<file path="config.mk">
export PLATFORM = sky130hd
export DESIGN_NAME = seq_subtractor32
export DESIGN_NICKNAME = d
export VERILOG_FILES = /design/src/rtl/seq_subtractor32.sv
export SDC_FILE = /design/constraint.sdc
export NUM_CORES = 1
export LEC_CHECK = 0
export ABC_AREA = 1
export BUFFER_PORTS_ARGS = -buffer_cell sky130_fd_sc_hd__buf_2
export CAP_MARGIN = 30
export CORE_ASPECT_RATIO = 1.1
export CORE_MARGIN = 4
export CORE_UTILIZATION = 50
export DETAILED_ROUTE_END_ITERATION = 6
export PLACE_DENSITY = 0.83
export RECOVER_POWER = 50
export SLEW_MARGIN = 20
export SYNTH_ARGS = -nofsm -noshare
export SYNTH_HDL_FRONTEND = slang
export SYNTH_SLANG_ARGS = --single-unit
</file>
<file path="constraint.sdc">
create_clock -name clk -period 3 [get_ports clk]
set_clock_uncertainty 0.2 [all_clocks]
set_input_delay 0.15 -clock clk [delete_from_list [all_inputs] [get_ports clk]]
set_output_delay 0.15 -clock clk [all_outputs]
set_load 0.01 [all_outputs]
</file>
<file path="src/rtl/seq_subtractor32.sv">
`default_nettype none
// ============================================================================
// Module   : seq_subtractor32
// Brief    : Multi-cycle unsigned subtractor, out = a - b (mod 2^WIDTH).
//            Works through CHUNK bits per clock, LSB chunk first, and ripples
//            the borrow through a register. The accepting cycle is followed by
//            N busy cycles, and then by a one-cycle done pulse.
// Options  : `define SUB32_FLAGS_EN adds the registered zero/negative/overflow
//            outputs, which update together with out.
// Revision : 1.0 - initial release
// ============================================================================
module seq_subtractor32 #(
    parameter int WIDTH = 32,
    parameter int CHUNK = 8
) (
    input  logic             clk,
    input  logic             rst,
    input  logic             start,
    input  logic [WIDTH-1:0] a,
    input  logic [WIDTH-1:0] b,
    output logic             busy,
    output logic             done,
    output logic [WIDTH-1:0] out,
    output logic             borrowOut
`ifdef SUB32_FLAGS_EN
    ,
    output logic             zero,
    output logic             negative,
    output logic             overflow
`endif
);

    localparam int N    = WIDTH / CHUNK;
    localparam int IDXW = (N > 1) ? $clog2(N) : 1;
    localparam logic [IDXW-1:0] c_LAST_IDX = IDXW'(N - 1);

    localparam logic [1:0] c_IDLE = 2'd0;
    localparam logic [1:0] c_BUSY = 2'd1;
    localparam logic [1:0] c_DONE = 2'd2;

    logic [1:0]       r_state;
    logic [1:0]       w_state_next;
    logic [WIDTH-1:0] r_a;
    logic [WIDTH-1:0] r_b;
    logic [WIDTH-1:0] r_res;
    logic [WIDTH-1:0] w_res_next;
    logic [IDXW-1:0]  r_idx;
    logic             r_borrow;
    logic [CHUNK-1:0] w_a_chunk;
    logic [CHUNK-1:0] w_b_chunk;
    logic [CHUNK:0]   w_diff;
    logic             w_accept;
    logic             w_last;
    logic [WIDTH-1:0] r_out;
    logic             r_borrow_out;

    // A new operation is taken only when no chunk work is in flight.
    assign w_accept = start && ((r_state == c_IDLE) || (r_state == c_DONE));
    assign w_last   = (r_state == c_BUSY) && (r_idx == c_LAST_IDX);

    // Current chunk pair, taken from the captured operands.
    assign w_a_chunk = r_a[int'(r_idx) * CHUNK +: CHUNK];
    assign w_b_chunk = r_b[int'(r_idx) * CHUNK +: CHUNK];

    // The extra top bit of the CHUNK+1-bit difference is the borrow out of this chunk.
    assign w_diff = {1'b0, w_a_chunk} - {1'b0, w_b_chunk} - {{CHUNK{1'b0}}, r_borrow};

    // Merge the fresh chunk into the partial result so that the last chunk can commit directly.
    always_comb begin
        w_res_next = r_res;
        w_res_next[int'(r_idx) * CHUNK +: CHUNK] = w_diff[CHUNK-1:0];
    end

    // State register.
    always_ff @(posedge clk) begin
        if (rst) begin
            r_state <= c_IDLE;
        end else begin
            r_state <= w_state_next;
        end
    end

    // Next-state logic. A start that arrives while BUSY is simply not looked at.
    always_comb begin
        w_state_next = r_state;
        case (r_state)
            c_IDLE:  if (start) w_state_next = c_BUSY;
            c_BUSY:  if (r_idx == c_LAST_IDX) w_state_next = c_DONE;
            c_DONE:  w_state_next = start ? c_BUSY : c_IDLE;
            default: w_state_next = c_IDLE;
        endcase
    end

    // Datapath: capture the operands on accept, process one chunk per BUSY cycle, commit on the last one.
    always_ff @(posedge clk) begin
        if (rst) begin
            r_a          <= '0;
            r_b          <= '0;
            r_res        <= '0;
            r_idx        <= '0;
            r_borrow     <= 1'b0;
            r_out        <= '0;
            r_borrow_out <= 1'b0;
        end else if (w_accept) begin
            r_a      <= a;
            r_b      <= b;
            r_idx    <= '0;
            r_borrow <= 1'b0;
        end else if (r_state == c_BUSY) begin
            r_res    <= w_res_next;
            r_borrow <= w_diff[CHUNK];
            r_idx    <= r_idx + 1'b1;
            if (w_last) begin
                r_out        <= w_res_next;
                r_borrow_out <= w_diff[CHUNK];
            end
        end
    end

`ifdef SUB32_FLAGS_EN
    logic r_zero;
    logic r_negative;
    logic r_overflow;

    // Status flags are sampled from the same committed result as out.
    always_ff @(posedge clk) begin
        if (rst) begin
            r_zero     <= 1'b0;
            r_negative <= 1'b0;
            r_overflow <= 1'b0;
        end else if (w_last && !w_accept) begin
            r_zero     <= (w_res_next == '0);
            r_negative <= w_res_next[WIDTH-1];
            r_overflow <= (r_a[WIDTH-1] != r_b[WIDTH-1]) &&
                          (w_res_next[WIDTH-1] != r_a[WIDTH-1]);
        end
    end

    assign zero     = r_zero;
    assign negative = r_negative;
    assign overflow = r_overflow;
`endif

    assign busy      = (r_state == c_BUSY);
    assign done      = (r_state == c_DONE);
    assign out       = r_out;
    assign borrowOut = r_borrow_out;

endmodule
`default_nettype wire

</file>
==> results of run 1 <==
==> path summary, 6_finish.rpt <==
check	start	end	depth (start not counted)	slack (ns)
worst min register to register	r_a[17]$_SDFFE_PP0P_	r_a[17]$_SDFFE_PP0P_	2	0.27
worst max register to register	r_idx[0]$_SDFFE_PP0P_	out[7]$_SDFFE_PP0P_	20	0.05
worst min-delay path	rst	r_state[1]$_SDFFE_PP0P_	3	0.07
worst max-delay path	r_idx[0]$_SDFFE_PP0P_	out[7]$_SDFFE_PP0P_	20	0.05
==> worst min-delay path, delay by kind of cell <==
family | cells | cell delay (ns)
and+or+nand+nor | 1 | 0.14
buffers and inverters | 2 | 0.33
==> logic make-up (layout without fill, tap and decap cells) <==
| kind of cell | count (synthesis) | after routing | synth area share [%] |
|---|---|---|---|
| AND/OR/NAND/NOR | 317 | 317 | 20.6 |
| AO/OA/AOI/OAI | 234 | 234 | 21.0 |
| buffers and inverters | 184 | 355 | 11.3 |
| flip-flops | 134 | 134 | 42.2 |
| adder cells (fa/ha/maj) | 20 | 20 | 4.18 |
| XOR/XNOR | 3 | 3 | 0.650 |
==> metrics by stage <==
stage	util, %	std cells	setup slack [ns]	instance area (um^2)	hold WS, ns
6_report	69.2	1217	0.0533	8470	0.0651
5_1_grt	69.2	1217	-0.0845	8470	0.0893
4_1_cts	67.8	1214	0.00165	8300	0.0552
3_5_place_dp	57.3	1117	0.00878	7020	0.208
3_3_place_gp	57.3	1117	0.104	7020	0.201
2_1_floorplan	-	892	0.0179	6360	0.117
==> per-layer routing <==
layer / global-route usage, % / vias to the layer above
li1: - / 3184
met1: 29.0 / 3023
met2: 44.4 / 300
met3: 5.90 / 61
met4: 11.5 / 0
met5: 0 / -
==> repair_timing <==
item | in CTS | in global routing
resized for setup | 3 | 50
endpoints found under the setup margin | 3 | 39
cloned | 0 | 1
buffers inserted | 0 | 2
hold endpoints to repair | 65 | 0
pin swaps | 0 | 17
hold buffers | 65 | 0
==> power groups by stage <==
stage | clock network (mW) | registers, mW | logic [mW]
floorplan | 0 | 1.98 | 0.748
global placement | 0 | 2.00 | 0.992
detailed placement | 0 | 2.00 | 1.02
CTS | 2.15 | 1.96 | 1.11
global route | 2.23 | 1.98 | 1.39
finish | 2.15 | 1.97 | 1.26
==> synthesized netlist by cell type (all sizes together) <==
cell,instances,area (um^2)
nor3,1,10.0
clkinv,2,7.51
buf,15,85.1
o22ai,20,125
nand2,102,390
nand4,5,31.3
o21a,17,128
a21oi,39,195
nand3b,1,7.51
xnor2,1,8.76
o32ai,3,26.3
o21ai,129,646
dfxtp,134,2680
a211oi,1,7.51
fa,2,40.0
nand3,38,205
or2,2,12.5
a32o,8,80.1
inv,130,488
xor2,2,32.5
a21o,1,7.51
ha,18,225
clkbuf,37,139
nor2,168,651
o21bai,16,120
==> sequential cells by signal, indices dropped and copies added, names as in the netlist <==
register / count
r_res: 32
r_borrow: 1
r_a: 32
borrowOut: 1
out: 32
r_b: 32
r_state: 2
r_idx: 2
==> placed cells by master (no fill, tap or decap), drive strengths merged, types with 8 or more instances in the layout <==
cell type and instances:
nor2 168, dfxtp 134, inv 133, o21ai 129, nand2 102, buf 89
dlygate4sd3 65, clkbuf 55, a21oi 39, nand3 38, o22ai 20, ha 18
o21a 17, o21bai 16, a32o 8
==> cell type report <==
class | instances | area (um^2)
clock buffer | 18 | 439
multi-input combinational | 574 | 3110
timing repair buffer | 191 | 1370
clock inverter | 14 | 174
inverter | 132 | 505
fill | 935 | 3770
tap | 154 | 193
sequential | 134 | 2690
==> impl_metrics.env, run 1 <==
export IMPL_syn_to_final_growth_pct=33.4
export IMPL_cp_end_kind="flip-flop"
export IMPL_cts_buffers=17
export IMPL_ant_nets=0
export IMPL_first_iter_violations=490
export IMPL_drive_above_1_share_pct=16.6
export IMPL_combinationalPowerShare_pct=23.4
export IMPL_power_frac_seq_pct=36.7
export IMPL_outcome="finished clean"
export IMPL_p_int_mw=3.76
export IMPL_via_per_inst=5.40
export IMPL_power_frac_clock_pct=39.9
export IMPL_setup_viol=0
export IMPL_start_kind="flip-flop"
export IMPL_fp_coreArea_um2=12200
export IMPL_die_y_um=126
export IMPL_timing_max_cap_violations=0
export IMPL_synth_cell_types=33
export IMPL_swShare_pct=30.1
export IMPL_crit_buf_inv=5
export IMPL_track_usage_pct=25.4
export IMPL_drc_errors=0
export IMPL_path_class="flip-flop to flip-flop"
export IMPL_routedWlPerCell_um=15.6
export IMPL_dr_wl_met2_mm=9.77
export IMPL_grt_pass1_wl_mm=29.6
export IMPL_syn_avg_cell_area_um2=7.12
export IMPL_place_congestion=0.887
export IMPL_leakage_nw=3.99
export IMPL_io_pin_count=102
export IMPL_wl_mm=19.0
export IMPL_dpl_hpwl_mm=11.2
export IMPL_met3_length_mm=1.36
export IMPL_ir_drop_mv=0.414
export IMPL_min_period_ns=2.95
export IMPL_seq_area_frac_synth_pct=42.2
export IMPL_cts_clk_slew_worst_paths_ns=0.06
export IMPL_met1_length_mm=7.30
export IMPL_grt_pass1_vias=6248
export IMPL_rows=42
export IMPL_clk_latency_ns=0.42
export IMPL_max_slew_margin_pct=24.8
export IMPL_worst_path_max_delay_cell="dfxtp_4"
export IMPL_synth_nets=979
export IMPL_port_buffers=101
export IMPL_tritoncts="done"
export IMPL_max_freq_mhz=339
export IMPL_p_per_area_nw_per_um2=634
export IMPL_clock_sinks=134
export IMPL_path_cells="inv_6 > buf_6 > nor2_2 > o22ai_2 > fa_2 > ha_1 > inv_1 > nand2_1 > inv_1 > nor2_1 > nor2_1 > nand2_2 > nand2_1 > nand2_1 > nand2_1 > nand2_2 > nand2_1 > o21ai_1 > o21bai_1 > inv_1"
export IMPL_synth_seq_cells=134
export IMPL_min_period_over_period_pct=98.2
export IMPL_overflow=0
export IMPL_die_area_um2=14600
export IMPL_syn_area_um2=6350
export IMPL_netSwitchingPower_mw=1.62
export IMPL_p_total_mw=5.37
export IMPL_crit_required_ns=3.11
export IMPL_h_tree_depth=4
export IMPL_critical_path_peak_fanout=7
export IMPL_netlist_instances=892
export IMPL_diodes=0
export IMPL_start_util_pct=51.9
export IMPL_hold_path_class="primary input to flip-flop"
export IMPL_nets=1137
export IMPL_fp_dieW_um=115
export IMPL_cpPeakStageDelay_ns=0.43
export IMPL_tightest_slew_ns=1.13
export IMPL_hold_viol=0
export IMPL_cts_root_buf="clkbuf_16"
export IMPL_tns_ns=0
export IMPL_maxSlewViolCount=0
export IMPL_grt_max_degree=66
export IMPL_vias=6568
export IMPL_clock_path_buffers=2
export IMPL_path_delay_family="simple AND/OR/NAND/NOR gates"
export IMPL_cp_arrival_ns=3.05
export IMPL_dr_pass1_iters=5
export IMPL_yosysWarnings=0
export IMPL_antenna_found_initial=0
export IMPL_crit_top_cell="nand2_1"
export IMPL_highest_layer="met4"
Power figures use the tool's default switching activity.
==> inputs of run 2 (changes only) <==
--- a/config.mk
+++ b/config.mk
@@ -8,7 +8,6 @@
 export ABC_AREA = 1
 export BUFFER_PORTS_ARGS = -buffer_cell sky130_fd_sc_hd__buf_2
 export CAP_MARGIN = 30
-export CORE_ASPECT_RATIO = 1.1
 export CORE_MARGIN = 4
 export CORE_UTILIZATION = 50
 export DETAILED_ROUTE_END_ITERATION = 6
@@ -18,3 +17,4 @@
 export SYNTH_ARGS = -nofsm -noshare
 export SYNTH_HDL_FRONTEND = slang
 export SYNTH_SLANG_ARGS = --single-unit
+export TNS_END_PERCENT = 100
==> run 2 against run 1 <==
- die area about the same
- sequential power about the same
- largest power group unchanged
- cell area down 1.3%
- hold slack better by 0.015 ns
- combinational power about the same
- global-route usage down 1.0 points
- sequential share of layout area up 0.39 points
- highest routed layer unchanged
- largest cell class unchanged
- core utilization down 0.69 points
==> impl_metrics.env, run 2 (same netlist as run 1, synthesis figures left out) <==
export IMPL_routedWlPerCell_um=14.6
export IMPL_clock_sinks=134
export IMPL_overflow=0
export IMPL_p_int_mw=3.75
export IMPL_post_route_util_pct=68.5
export IMPL_start_util_pct=52.0
export IMPL_outcome="finished clean"
export IMPL_final_area_um2=8370
export IMPL_leakage_nw=3.96
export IMPL_path_cells="buf_8 > o21ai_1 > o22ai_2 > fa_2 > fa_2 > or2_1 > nand2_1 > nand2_1 > nand2_1 > nand4_1 > o22ai_2 > o21bai_1 > inv_1"
export IMPL_drive_above_1_share_pct=14.6
export IMPL_critical_path_peak_fanout=12
export IMPL_fp_coreArea_um2=12200
export IMPL_nets=1135
export IMPL_worst_path_max_delay_cell="fa_2"
export IMPL_grt_pass1_vias=6132
export IMPL_cts_root_buf="clkbuf_16"
export IMPL_setup_ws_ns=0.0918
export IMPL_rows=40
export IMPL_timing_max_cap_violations=0
export IMPL_start_kind="flip-flop"
export IMPL_cts_clk_slew_worst_paths_ns=0.05
export IMPL_die_y_um=121
export IMPL_mostFrequentLayoutCell="nor2_1"
export IMPL_r2r_end="out[28]$_SDFFE_PP0P_"
export IMPL_r2r_slack_ns=0.09
export IMPL_crit_top_cell="nand2_1"
export IMPL_tightest_slew_ns=1.08
export IMPL_gr_usage_met1_pct=28.1
export IMPL_p_per_area_nw_per_um2=632
export IMPL_r2r_cells=13
export IMPL_min_period_over_period_pct=96.9
export IMPL_hold_viol=0
export IMPL_tns_ns=0
export IMPL_met3_usage_pct=6.69
export IMPL_whs_ns=0.0799
export IMPL_syn_to_final_growth_pct=31.7
export IMPL_clock_path_buffers=2
export IMPL_ant_nets=0
export IMPL_h_tree_depth=4
export IMPL_antenna_found_initial=1
export IMPL_met2_usage_pct=42.0
export IMPL_r2r_start="r_idx[0]$_SDFFE_PP0P_"
export IMPL_dp_slack_ns=0.0109
export IMPL_die_area_um2=14600
export IMPL_grt_busiest_layer="met2"
export IMPL_min_path_cells=3
export IMPL_tritoncts="done"
export IMPL_place_congestion=0.887
export IMPL_netSwitchingPower_mw=1.53
export IMPL_io_pin_count=102
export IMPL_path_class="flip-flop to flip-flop"
export IMPL_cp_arrival_ns=3.07
export IMPL_power_frac_clock_pct=39.6
export IMPL_combinationalPowerShare_pct=23.2
export IMPL_cp_end_kind="flip-flop"
export IMPL_grt_max_degree=71
export IMPL_track_usage_pct=24.4
export IMPL_hp_start="rst"
export IMPL_maxSlewViolCount=0
export IMPL_dpl_hpwl_mm=10.9
export IMPL_placement_cell_area_um2=7020
export IMPL_power_frac_seq_pct=37.2
export IMPL_drc_errors=0
export IMPL_hold_path_class="primary input to flip-flop"
export IMPL_swShare_pct=29.0
export IMPL_grt_pass1_wl_mm=28.3
export IMPL_port_buffers=101
export IMPL_final_cell_mix="162 x nor2_1, 133 x dfxtp_1, 124 x inv_1, 114 x o21ai_0, 99 x nand2_1"
export IMPL_cts_buffers=17
export IMPL_holdPathEnd="r_state[1]$_SDFFE_PP0P_"
export IMPL_fp_dieW_um=121
export IMPL_crit_required_ns=3.17
export IMPL_dr_pass1_iters=5
export IMPL_first_iter_violations=513
export IMPL_ir_drop_mv=0.443
export IMPL_cpPeakStageDelay_ns=0.39
export IMPL_clk_latency_ns=0.42
export IMPL_setup_viol=0
export IMPL_vias=6471
export IMPL_wl_mm=17.9
export IMPL_via_per_inst=5.26
export IMPL_rsz0062_at_grt="yes"
export IMPL_min_period_ns=2.91
export IMPL_max_freq_mhz=344
export IMPL_max_slew_margin_pct=28.0
## run 2: changes by cell type in the layout (fill, tap and decap cells not counted), sizes merged
cell | previous run | this run
diode | 0 | 1
inv | 133 | 130
clkbuf | 55 | 58
dlygate4sd3 | 65 | 64
clkinv | 6 | 8
clkinvlp | 4 | 1
## run 2: routing by layer
metal / vias up / part of all wire, %
li1: 3182 / -
met1: 2958 / 40
met2: 278 / 49
met3: 53 / 7.7
met4: 0 / 3.5
met5: - / 0
## run 2: layout make-up
cell class	count	area, um^2
diodes	1	2.50
clock inverters	10	128
flip-flops and latches	134	2690
well taps	168	210
repair buffers	189	1340
multi-input cells	574	3030
inverters	132	498
fillers	994	3850
clock buffers	22	464
## run 2: worst max-delay path: cells and delay by family, from the launching register on
kind / cells / cell delay (ns)
flops: 1 / 0.38
buf+inv: 2 / 0.23
fa+ha+maj: 2 / 0.76
compound gates: 4 / 0.60
simple gates: 5 / 0.67
## run 2: repair_timing
| action | 4_1_cts | 5_1_grt |
|---|---|---|
| gates resized for setup | 1 | 31 |
| hold buffers | 64 | 0 |
| hold endpoints to repair | 64 | 0 |
| endpoints found under the setup margin | 2 | 39 |
| setup buffers | 0 | 1 |
| pin swaps | 0 | 8 |
## run 2: worst max path at each step
| stage | start | end | slack, ns |
|---|---|---|---|
| final | r_idx[0]$_SDFFE_PP0P_ | out[28]$_SDFFE_PP0P_ | 0.09 |
| after global routing | r_idx[0]$_SDFFE_PP0P_ | out[28]$_SDFFE_PP0P_ | -0.06 |
| after CTS | r_idx[0]$_SDFFE_PP0P_ | out[12]$_SDFFE_PP0P_ | 0.02 |
| after detailed placement | r_idx[0]$_SDFFE_PP0P_ | out[28]$_SDFFE_PP0P_ | 0.01 |
| after global placement | r_idx[0]$_SDFFE_PP0P_ | out[22]$_SDFFE_PP0P_ | 0.08 |
| after floorplan | r_idx[1]$_SDFFE_PP0P_ | out[20]$_SDFFE_PP0P_ | 0.02 |
## run 2: power by group through the flow
stage	logic [mW]	clock network [mW]	registers, mW
2_1_floorplan	0.748	0	1.98
3_3_place_gp	1.01	0	1.99
3_5_place_dp	1.04	0	2.00
4_1_cts	1.11	2.10	1.96
5_1_grt	1.36	2.20	1.97
6_report	1.23	2.09	1.96
## run 2: metrics by stage
| stage | std cells | power, mW |
|---|---|---|
| global placement | 1131 | 3.00 |
| detailed placement | 1131 | 3.04 |
| finish | 1230 | 5.28 |
| global route | 1230 | 5.53 |
| floorplan | 892 | 2.73 |
| CTS | 1227 | 5.17 |
